$ cat src/rtl/uart_hexline_pkg.sv
// ============================================================================
// Package : uart_hexline_pkg
// Brief   : Shared types, error codes, ASCII constants and hex decoder for the
//           UART hex-line parser.
// Rev     : 1.0  initial release
// ============================================================================
`default_nettype none

package uart_hexline_pkg;

  typedef enum logic [1:0] {
    S_COLLECT = 2'd0,
    S_DROP    = 2'd1,
    S_OUTPUT  = 2'd2
  } state_e;

  localparam logic [2:0] ERR_BADCHAR  = 3'd0;
  localparam logic [2:0] ERR_ODD      = 3'd1;
  localparam logic [2:0] ERR_OVERFLOW = 3'd2;
  localparam logic [2:0] ERR_BUSY     = 3'd3;
  localparam logic [2:0] ERR_TIMEOUT  = 3'd4;

  localparam logic [7:0] CH_CR  = 8'h0D;
  localparam logic [7:0] CH_LF  = 8'h0A;
  localparam logic [7:0] CH_SP  = 8'h20;
  localparam logic [7:0] CH_TAB = 8'h09;

  // Returns {is_hex, nibble}; nibble is zero for non-hex characters.
  function automatic logic [4:0] hex_decode(input logic [7:0] c);
    logic [7:0] t;
    logic [4:0] r;
    t = 8'h00;
    r = 5'b0;
    if (c >= 8'h30 && c <= 8'h39) begin
      t = c - 8'h30;
      r = {1'b1, t[3:0]};
    end else if (c >= 8'h61 && c <= 8'h66) begin
      t = c - 8'h57;
      r = {1'b1, t[3:0]};
    end else if (c >= 8'h41 && c <= 8'h46) begin
      t = c - 8'h37;
      r = {1'b1, t[3:0]};
    end
    return r;
  endfunction

endpackage

`default_nettype wire

$ cat src/rtl/uart_hexline_parser_if.sv
// ============================================================================
// Interface : uart_hexline_parser_if
// Brief     : Valid/ready frame byte stream with last flag and frame length.
// Rev       : 1.0  initial release
// ============================================================================
`default_nettype none

interface uart_hexline_parser_if #(
  parameter int LEN_W = 7
);
  logic             valid;
  logic             ready;
  logic [7:0]       data;
  logic             last;
  logic [LEN_W-1:0] len;

  modport master (output valid, output data, output last, output len, input ready);
  modport slave  (input valid, input data, input last, input len, output ready);
endinterface

`default_nettype wire

$ cat src/rtl/hexline_buf.sv
// ============================================================================
// Module : hexline_buf
// Brief  : MAX_LEN x 8 frame buffer, one write port, asynchronous read port.
// Rev    : 1.0  initial release
// ============================================================================
`default_nettype none

module hexline_buf #(
  parameter int MAX_LEN = 64,
  parameter int AW      = $clog2(MAX_LEN + 1)
) (
  input  logic          clk,
  input  logic          we_i,
  input  logic [AW-1:0] waddr_i,
  input  logic [7:0]    wdata_i,
  input  logic [AW-1:0] raddr_i,
  output logic [7:0]    rdata_o
);

  logic [7:0] mem_q [MAX_LEN];

  // Address compare per entry keeps the index width independent of MAX_LEN.
  always_ff @(posedge clk) begin
    if (we_i) begin
      for (int i = 0; i < MAX_LEN; i++) begin
        if (waddr_i == AW'(i)) mem_q[i] <= wdata_i;
      end
    end
  end

  always_comb begin
    rdata_o = 8'h00;
    for (int i = 0; i < MAX_LEN; i++) begin
      if (raddr_i == AW'(i)) rdata_o = mem_q[i];
    end
  end

endmodule

`default_nettype wire

$ cat src/rtl/uart_hexline_parser.sv
// ============================================================================
// Module : uart_hexline_parser
// Brief  : Parses ASCII hex command lines from a UART byte strobe into framed
//          byte bursts. Optional idle timeout: UART_HEXLINE_TIMEOUT_EN.
// Rev    : 1.0  initial release
// ============================================================================
`default_nettype none

module uart_hexline_parser
  import uart_hexline_pkg::*;
#(
  parameter int MAX_LEN = 64,
  parameter int TIMEOUT = 12500000
) (
  input  logic                         clk,
  input  logic                         rstn,
  input  logic                         rx_byte_en_i,
  input  logic [7:0]                   rx_byte_i,
  uart_hexline_parser_if.master        out_if,
  output logic                         err_pulse_o,
  output logic [2:0]                   err_code_o
);

  localparam int CW = $clog2(MAX_LEN + 1);
  localparam logic [CW-1:0] MAX_C = CW'(MAX_LEN);

  if (MAX_LEN < 2 || MAX_LEN > 256 || TIMEOUT < 1) begin : g_param_check
    $error("uart_hexline_parser: parameter out of range");
  end

  state_e        state_q, state_d;
  logic [CW-1:0] count_q, count_d;
  logic [CW-1:0] rd_ptr_q, rd_ptr_d;
  logic [CW-1:0] len_q, len_d;
  logic          pend_q, pend_d;
  logic [3:0]    hi_q, hi_d;
  logic          drop_pend_q, drop_pend_d;
  logic          err_q, err_d;
  logic [2:0]    code_q, code_d;

  logic [4:0]    dec;
  logic          is_term, is_sep;
  logic          wr_en, drop_next, last_beat;
  logic [7:0]    rd_data;

`ifdef UART_HEXLINE_TIMEOUT_EN
  localparam logic [31:0] TIMEOUT_C = 32'(TIMEOUT);
  logic [31:0] idle_q, idle_d;
`endif

  assign dec     = hex_decode(rx_byte_i);
  assign is_term = (rx_byte_i == CH_CR) || (rx_byte_i == CH_LF);
  assign is_sep  = (rx_byte_i == CH_SP) || (rx_byte_i == CH_TAB);

  hexline_buf #(
    .MAX_LEN (MAX_LEN),
    .AW      (CW)
  ) u_buf (
    .clk     (clk),
    .we_i    (wr_en),
    .waddr_i (count_q),
    .wdata_i ({hi_q, dec[3:0]}),
    .raddr_i (rd_ptr_q),
    .rdata_o (rd_data)
  );

  assign last_beat    = (rd_ptr_q == len_q - CW'(1));
  assign out_if.valid = (state_q == S_OUTPUT);
  assign out_if.data  = out_if.valid ? rd_data : 8'h00;
  assign out_if.last  = out_if.valid && last_beat;
  assign out_if.len   = len_q;
  assign err_pulse_o  = err_q;
  assign err_code_o   = code_q;

  always_comb begin
    state_d     = state_q;
    count_d     = count_q;
    rd_ptr_d    = rd_ptr_q;
    len_d       = len_q;
    pend_d      = pend_q;
    hi_d        = hi_q;
    drop_pend_d = drop_pend_q;
    err_d       = 1'b0;
    code_d      = code_q;
    wr_en       = 1'b0;
    drop_next   = drop_pend_q;

    unique case (state_q)
      S_COLLECT: begin
        if (rx_byte_en_i) begin
          if (dec[4]) begin
            if (!pend_q) begin
              hi_d   = dec[3:0];
              pend_d = 1'b1;
            end else if (count_q == MAX_C) begin
              err_d   = 1'b1;
              code_d  = ERR_OVERFLOW;
              state_d = S_DROP;
            end else begin
              wr_en   = 1'b1;
              count_d = count_q + CW'(1);
              pend_d  = 1'b0;
            end
          end else if (is_sep) begin
            if (pend_q) begin
              err_d   = 1'b1;
              code_d  = ERR_BADCHAR;
              state_d = S_DROP;
            end
          end else if (is_term) begin
            if (pend_q) begin
              err_d   = 1'b1;
              code_d  = ERR_ODD;
              count_d = '0;
              pend_d  = 1'b0;
            end else if (count_q != '0) begin
              state_d  = S_OUTPUT;
              len_d    = count_q;
              rd_ptr_d = '0;
            end
          end else begin
            err_d   = 1'b1;
            code_d  = ERR_BADCHAR;
            state_d = S_DROP;
          end
        end
      end

      S_DROP: begin
        if (rx_byte_en_i && is_term) begin
          state_d = S_COLLECT;
          count_d = '0;
          pend_d  = 1'b0;
        end
      end

      S_OUTPUT: begin
        // A strobe here cannot be buffered; remember whether its line continues.
        if (rx_byte_en_i) begin
          err_d     = 1'b1;
          code_d    = ERR_BUSY;
          drop_next = !is_term;
        end
        drop_pend_d = drop_next;
        if (out_if.ready) begin
          if (last_beat) begin
            rd_ptr_d    = '0;
            count_d     = '0;
            pend_d      = 1'b0;
            drop_pend_d = 1'b0;
            state_d     = drop_next ? S_DROP : S_COLLECT;
          end else begin
            rd_ptr_d = rd_ptr_q + CW'(1);
          end
        end
      end

      default: state_d = S_COLLECT;
    endcase

`ifdef UART_HEXLINE_TIMEOUT_EN
    idle_d = idle_q;
    if (rx_byte_en_i) begin
      idle_d = '0;
    end else if ((state_q == S_COLLECT && (count_q != '0 || pend_q)) ||
                 state_q == S_DROP) begin
      if (idle_q >= TIMEOUT_C - 32'd1) begin
        idle_d  = '0;
        count_d = '0;
        pend_d  = 1'b0;
        state_d = S_COLLECT;
        if (state_q == S_COLLECT) begin
          err_d  = 1'b1;
          code_d = ERR_TIMEOUT;
        end
      end else begin
        idle_d = idle_q + 32'd1;
      end
    end else begin
      idle_d = '0;
    end
`endif
  end

  always_ff @(posedge clk) begin
    if (!rstn) begin
      state_q     <= S_COLLECT;
      count_q     <= '0;
      rd_ptr_q    <= '0;
      len_q       <= '0;
      pend_q      <= 1'b0;
      hi_q        <= 4'h0;
      drop_pend_q <= 1'b0;
      err_q       <= 1'b0;
      code_q      <= 3'd0;
    end else begin
      state_q     <= state_d;
      count_q     <= count_d;
      rd_ptr_q    <= rd_ptr_d;
      len_q       <= len_d;
      pend_q      <= pend_d;
      hi_q        <= hi_d;
      drop_pend_q <= drop_pend_d;
      err_q       <= err_d;
      code_q      <= code_d;
    end
  end

`ifdef UART_HEXLINE_TIMEOUT_EN
  always_ff @(posedge clk) begin
    if (!rstn) idle_q <= '0;
    else       idle_q <= idle_d;
  end
`endif

endmodule

`default_nettype wire

$ cat src/flat_wrapper.sv
// flat-port wrapper written by rule: the top's interface ports become plain ports
module uart_hexline_parser_flat import uart_hexline_pkg::*;
#(
  parameter int MAX_LEN = 64,
  parameter int TIMEOUT = 12500000
)
  (clk, rstn, rx_byte_en_i, rx_byte_i, err_pulse_o, err_code_o, out_if_valid, out_if_data, out_if_last, out_if_len, out_if_ready);
  uart_hexline_parser_if #(.LEN_W(($clog2(MAX_LEN + 1)))) out_if_i ();
  input  logic clk;
  input  logic rstn;
  input  logic rx_byte_en_i;
  input  logic [7:0] rx_byte_i;
  output logic err_pulse_o;
  output logic [2:0] err_code_o;
  output wire logic [$bits(out_if_i.valid)-1:0] out_if_valid;
  output wire logic [$bits(out_if_i.data)-1:0] out_if_data;
  output wire logic [$bits(out_if_i.last)-1:0] out_if_last;
  output wire logic [$bits(out_if_i.len)-1:0] out_if_len;
  input wire logic [$bits(out_if_i.ready)-1:0] out_if_ready;
  assign out_if_valid = out_if_i.valid;
  assign out_if_data = out_if_i.data;
  assign out_if_last = out_if_i.last;
  assign out_if_len = out_if_i.len;
  assign out_if_i.ready = out_if_ready;
  uart_hexline_parser #(.MAX_LEN(MAX_LEN), .TIMEOUT(TIMEOUT)) u_core (.clk(clk), .rstn(rstn), .rx_byte_en_i(rx_byte_en_i), .rx_byte_i(rx_byte_i), .out_if(out_if_i), .err_pulse_o(err_pulse_o), .err_code_o(err_code_o));
endmodule
$ cat config.mk
export PLATFORM = sky130hd
export DESIGN_NAME = uart_hexline_parser_flat
export DESIGN_NICKNAME = d
export VERILOG_FILES = /design/src/rtl/uart_hexline_pkg.sv /design/src/rtl/uart_hexline_parser_if.sv /design/src/rtl/hexline_buf.sv /design/src/rtl/uart_hexline_parser.sv /design/src/flat_wrapper.sv
export SDC_FILE = /design/constraint.sdc
export NUM_CORES = 1
export LEC_CHECK = 0
export ABC_CLOCK_PERIOD_IN_PS = 6430
export BUFFER_PORTS_ARGS = -buffer_cell sky130_fd_sc_hd__buf_2
export CAP_MARGIN = 15
export CORE_MARGIN = 5
export CORE_UTILIZATION = 25
export DETAILED_ROUTE_END_ITERATION = 8
export GPL_ROUTABILITY_DRIVEN = 0
export SLEW_MARGIN = 40
export SYNTH_ARGS = -nofsm -noshare
export SYNTH_HDL_FRONTEND = slang
export SYNTH_SLANG_ARGS = --single-unit
export TNS_END_PERCENT = 5
$ cat constraint.sdc
create_clock -name clk -period 6.43 [get_ports clk]
set_input_delay 0.643 -clock clk [delete_from_list [all_inputs] [get_ports clk]]
set_output_delay 0.643 -clock clk [all_outputs]
set_load 0.03 [all_outputs]
==> Word-level counts from Yosys, hierarchy flattened <==
Memory sizes are Yosys's and may differ from the RTL's.
Index checks and enable logic that the tools add are counted.
{ "totals": {"wordCells": 783, "mem_bits_rw": 512, "n_memories": 1, "in_bits": 12, "output_inout_bits": 21, "regBits": 33} }
{ "op_classes": {"addsub": 6, "n_lt_le_gt_ge": 6, "reduce_logical": 84, "eq_ne": 154, "n_bitwise": 3, "n_mux": 520} }
{ "mem_list": {"columns": ["memory", "depth", "word_bits", "read_ports", "rd_ports_with_merged_regs", "wr", "line_no", "text"], "rows": [
  ["u_core.u_buf.mem_q", 64, 8, 64, 0, 1, "hexline_buf.sv:20", "logic [7:0] mem_q [MAX_LEN];"]
]} }
{ "op_table": {"columns": ["cell", "count"], "rows": [
  ["$mux 8", 128],
  ["$reduce_or 8->1", 63],
  ["$eq 7x6->1 const B", 64],
  ["$mux 6", 63],
  ["$mux 1", 281],
  ["$eq 7x5->1 const B", 32],
  ["$mux 7", 18],
  ["$eq 7x4->1 const B", 16],
  ["$eq 7x3->1 const B", 8],
  ["$eq 7x2->1 const B", 4],
  ["$mux 3", 9],
  ["$eq 8x4->1 const B", 3],
  ["$mux 2", 12],
  ["$pmux 7 s3", 1],
  ["$reduce_and 7->1", 3],
  ["$reduce_and 9->1", 2],
  ["$ge 8x7->1 const B", 2],
  ["$le 8x7->1 const B", 2],
  ["$mux 5", 3],
  ["$add 7x1->7 const B", 2],
  ["$eq 7x1->1 const B", 2],
  ["$logic_not 7->1", 2],
  ["$ne 2x2->1 const B", 7],
  ["$pmux 7 s2", 1],
  ["30 further kinds", 45]
]} }

==> Depth between registers and ports, before layout <==
{ "depth": {"word_depth": 74, "mapped_depth": 13, "ltp_nobuf": 10} }

==> Cells and area by module <==
Synthesis repeated with hierarchy kept, for this count alone.
{ "unflattened": {"hier_cells": 1877, "hier_area_um2": 24129.4} }
{ "modules_own_cells": {"columns": ["mod", "seq_area_each_um2", "cells_each", "area_each_um2", "instances"], "rows": [
  ["hexline_buf", 15374.7, 1603, 21869.7, 1],
  ["uart_hexline_parser", 640.6, 274, 2259.7, 1]
]} }

==> Least setup slack after synthesis <==
No wires, ideal clock.
{ "synth_path": {"path_type": "input-to-reg", "from": "input rx_byte_i[3]", "to": "memory u_core.u_buf.mem_q[13][2] (netlist: u_core.u_buf.mem_q[0][106]) (data pin)", "required_ps": 5728, "t_arrival_ps": 4330, "stages": 5, "setup_ps": 702, "path_buffers": 1, "setup_slack_ps": 1399, "cell_sequence": "buf_2 or4b_1 a211oi_2 nand2_1 o21ai_0"} }
{ "synth_between": {"elab_cells_between_ends": 264, "cone_classes": "6 x order compare; 193 x mux; 65 x reduce/logical"} }
{ "synth_lines": {"columns": ["item", "line_no", "text"], "rows": [
  ["start: declaration", "flat_wrapper.sv:12", "input logic [7:0] rx_byte_i;"],
  ["$ge 8x7->1 / $le 8x7->1 (equally long branches)", "uart_hexline_pkg.sv:40", "end else if (c >= 8'h41 && c <= 8'h46) begin"],
  ["$logic_and 1x1->1", "uart_hexline_pkg.sv:40", null],
  ["$mux 5", "uart_hexline_pkg.sv:40", null],
  ["$mux 5", "uart_hexline_pkg.sv:37", "end else if (c >= 8'h61 && c <= 8'h66) begin"],
  ["$mux 5 *", "uart_hexline_pkg.sv:34", "if (c >= 8'h30 && c <= 8'h39) begin"],
  ["net u_core.dec[2]", "uart_hexline_parser.sv:41", "logic [4:0] dec;"],
  ["$mux 8 (no line) (62 in a row)", null, null],
  ["$mux 8 (no line) *", null, null],
  ["end: declaration", "hexline_buf.sv:20", null]
]} }
The timed path passes the listed nets; every way through them passes the cells marked *.

==> Final worst setup path <==
{ "layout_path": {"from": "register u_core.rd_ptr_q[2]", "to": "output out_if_data[3]"} }
{ "layout_between": {"elab_chain_cells": 66, "elab_cells_between_ends": 129, "cone_classes": "63 x eq/ne; 65 x mux; 1 x reduce/logical"} }
{ "layout_lines": {"columns": ["item", "line_no", "text"], "rows": [
  ["start: declaration", "uart_hexline_parser.sv:33", "logic [CW-1:0] rd_ptr_q, rd_ptr_d;"],
  ["start signal: assignment", "uart_hexline_parser.sv:199", "rd_ptr_q <= rd_ptr_d;"],
  ["$logic_not 7->1", "hexline_buf.sv:34", "if (raddr_i == AW'(i)) rdata_o = mem_q[i];"],
  ["$mux 8 (63 in a row)", "hexline_buf.sv:34", null],
  ["$mux 8 *", "hexline_buf.sv:34", null],
  ["$mux 8 *", "uart_hexline_parser.sv:69", "assign out_if.data = out_if.valid ? rd_data : 8'h00;"],
  ["end: declaration", "flat_wrapper.sv:16", "output wire logic [$bits(out_if_i.data)-1:0] out_if_data;"]
]} }
Mark *: on every way between the ends. The rest lies on a longest branch, timed or not.

==> run summary <==
Max Freq: 0.1685 GHz
final hold vios: 0
Die X: 319.8 um
Starting DRT DRC Count: 2507
CTS tree: built
Yosys warning count: 0
syn avg cell area: 12.52 um^2
via count: 17800
Worst Hold Depth: 3
Post-DRT Antenna Nets: 0
sequential fraction of the synthesis area: 66.75%
placed cells: 3160
GR Util All Layers: 14.63%
average wire per standard cell: 24.25 um
Worst Skew: 0.03575 ns
initial antenna violation count: 0
cts repair resizes: 0
Placed Instance Area: 0.02575 mm^2
setup TNS: 0 ns
area leader, netlist: edfxtp_1
share of cells above drive strength 1: 11.09%
number of enable flip-flop cells after synthesis: 512
peak supply drop: 0.2050 mV
WP data arrival: 5.29 ns
Internal: 5780 uW
Slew headroom: 41.56%
area share of the largest cell type after synthesis: 64.08%
Rows: 113
CTS HTree Levels: 2
Initial Util: 25.22%
first-pass GRT wire length: 114.7 mm
Critical Path Source Type: flip-flop
Required @ worst endpoint: 5.79 ns
core area: 0.09515 mm^2
Compound-Gate Fraction of Synth Area: 15.64%
vias in the first global route: 16728
Critical R2R Capture: u_core.count_q[5]$_SDFFE_PN0P_
XOR/XNOR share of the synthesized area: 0.5475%
Cell variety after synth: 92
Longest Clk Path Bufs: 3
Syn Inst Count: 1917
non-filler cells, final: 3258
critical-path maximum fanout: 24
WS Path Type: reg2out
DR pass1 iterations: 6
Max Cap Viol: 0
largest net degree at the start of global routing: 66
Pleak: 0.007653 uW
Setup violations, final: 0
I/O pin cnt: 33
status: complete, no violations
Tmin final: 5.933 ns
synthesized flop and latch total: 544
gr ovfl total: 0
Multi-input gate area: 0.007682 mm^2
Clk pwr share: 42.2%
post-route clock period utilization: 92.27%
Slew @ Worst Pin: 0.8748 ns
largest family of logic cells by synthesized area: compound AO/OA/AOI/OAI gates
R2R setup slack: 3.02 ns
PortBufs: 31
Worst Hold Launch: rx_byte_en_i
worst hold path class: in2reg
Main synth FF type: edfxtp_1
post-route cell area: 0.02760 mm^2
WL final: 79.02 mm
Inserted Clock Buffers: 54
cells on worst reg2reg path: 10
ant diodes: 0
hpwl dp: 54.39 mm
register area: 0.01602 mm^2
Total Nets Final: 1981
number of setup buffers added after CTS: 0
Sw Share: 23.25%
critical path capture point type: output pin
RSZ-0062 raised after global routing: false
worst reg2reg startpoint: u_core.count_q[0]$_SDFFE_PN0P_
post-synth net total: 1947
CTS Hold Bufs: 0
vias per std cell: 5.463
Comb pwr share: 6.5%
asr flop ratio synth: 0%
Layout Area Growth over Synthesis: 15.01%
Psw: 1751 uW
Hold WS: 0.3286 ns
Worst Hold End: u_core.err_pulse_o$_SDFF_PN0_
simple-gate share of the synthesized area: 13.67%
clock-pin slew on the worst setup and hold paths: 0.07 ns
mapped cell area: 0.02399 mm^2
Post-Synth Adder-Cell Area: 0.9386%
mux cell area share after synthesis: 0.4641%
pwr dens: 272.9 mW/mm^2
Final Max Slew Viols: 0
synth top area cells: edfxtp_1 (64%), nor2_1 (3.7%), nand2_1 (2.9%)
sequential power share: 51.4%
Overall Power: 7531 uW
die height: 319.8 um
CTS root buf: clkbuf_16
fillcell total: 9634
DRC viols: 0
die area: 0.1023 mm^2
Clk Latency, worst-skew pair: 0.64 ns
CTS Sinks: 544
-- per-stage QoR --
stage          utilization [%]  setup WS, ns
6_report                 29.00        0.4968
3_5_place_dp             27.07         1.390
2_1_floorplan                -         1.399
3_3_place_gp             26.98         1.028
4_1_cts                  28.90        0.6830
5_1_grt                  29.00        0.3909
-- placed cells by master, fill, tap and decap left out, types with 18 or more instances in the layout --
cell type,synthesis,routed
nor3_1,44,43
edfxtp_1,512,512
clkbuf_16,0,54
o221ai_1,28,28
a221oi_1,45,45
nor2_1,237,206
buf_4,2,34
o2111ai_1,19,19
buf_2,32,31
o21ai_0,105,102
nand3_1,49,49
a21oi_1,87,87
o211ai_1,27,27
nor2_2,4,35
nand2_1,187,186
o22ai_1,50,50
dfxtp_1,32,28
inv_1,21,21
nor2b_1,23,22
a211oi_1,20,20
ha_1,18,18
-- metal layers --
metal,up-vias,part of all wire (%),GRT usage [%]
met3,180,10,2.435
met4,0,3.5,4.739
met5,-,0,0
met1,8814,40,20.65
met2,1174,46,23.07
li1,7632,-,-
-- power by group through the flow --
| stage | Combinational (uW) | Sequential, uW | Clock [uW] |
|---|---|---|---|
| 2_1_floorplan | 265 | 3950 | 0 |
| 3_3_place_gp | 468 | 3940 | 0 |
| 3_5_place_dp | 472 | 3940 | 0 |
| 4_1_cts | 474 | 3870 | 3190 |
| 5_1_grt | 505 | 3870 | 3350 |
| 6_report | 486 | 3870 | 3180 |
-- cells in the mapped netlist, drive strengths merged, types with 9 or more instances --
| cell | count |
|---|---|
| nand3 | 50 |
| nor3 | 44 |
| inv | 21 |
| nand4 | 16 |
| a211oi | 21 |
| nor2 | 243 |
| a21oi | 87 |
| ha | 18 |
| a221oi | 45 |
| clkbuf | 53 |
| o31ai | 9 |
| a31oi | 17 |
| a2111oi | 18 |
| a211o | 10 |
| o2111ai | 19 |
| mux2i | 10 |
| and2 | 16 |
| o21ai | 107 |
| o221ai | 28 |
| o211ai | 27 |
| nand2b | 11 |
| dfxtp | 32 |
| nor4 | 20 |
| nand2 | 187 |
| a221o | 12 |
| o22ai | 51 |
| nor2b | 23 |
| nand3b | 11 |
| or3 | 16 |
| edfxtp | 512 |
| buf | 38 |
| a22oi | 16 |
-- final cells by class --
| type | count | area share [%] |
|---|---|---|
| multi-input combinational | 1261 | 27.84 |
| inverter | 21 | 0.2856 |
| clock buffer | 61 | 4.992 |
| clock inverter | 37 | 1.342 |
| timing repair buffer | 69 | 1.741 |
| tap | 1265 | 5.736 |
| sequential | 544 | 58.06 |
-- cell families after synthesis --
| logic type | count (synthesis) |
|---|---|
| AOI/OAI and AO/OA | 534 |
| adders and majority gates | 18 |
| buffers and inverters | 112 |
| and+or+nand+nor | 682 |
| muxes | 11 |
| xor gates and xnor gates | 15 |
| other | 1 |
| DFF | 544 |
-- worst max-delay path by stage --
stage / from / endpoint / slack [ns]
6_report: u_core.rd_ptr_q[2]$_SDFFE_PN0P_ / out_if_data[3] / 0.50
5_1_grt: u_core.rd_ptr_q[2]$_SDFFE_PN0P_ / out_if_data[3] / 0.39
4_1_cts: u_core.rd_ptr_q[2]$_SDFFE_PN0P_ / out_if_data[3] / 0.68
3_5_place_dp: u_core.rd_ptr_q[2]$_SDFFE_PN0P_ / out_if_data[3] / 1.39
3_3_place_gp: u_core.rd_ptr_q[1]$_SDFFE_PN0P_ / out_if_data[4] / 1.03
2_1_floorplan: rx_byte_i[3] / u_core.u_buf.mem_q[0][106]$_DFFE_PP_ / 1.40
-- state kept, by name (all words and copies together) (netlist names) --
register / cells
u_core.err_pulse_o: 1
u_core.pend_q: 1
u_core.hi_q: 4
u_core.u_buf.mem_q: 512
u_core.err_code_o: 2
u_core.count_q: 7
u_core.drop_pend_q: 1
u_core.state_q: 2
u_core.out_if.len: 7
u_core.rd_ptr_q: 7
-- worst max-delay path: stages (launching register included) --
cell and delay, ns:
dfxtp_1 0.87, nand4bb_1 0.82, nor2_1 0.89, nor4_1 0.20, a211o_1 0.42, a211o_1 0.26
a2111oi_0 0.62, o21ai_1 0.31, buf_2 0.26
(Power assumes the default switching activity.)
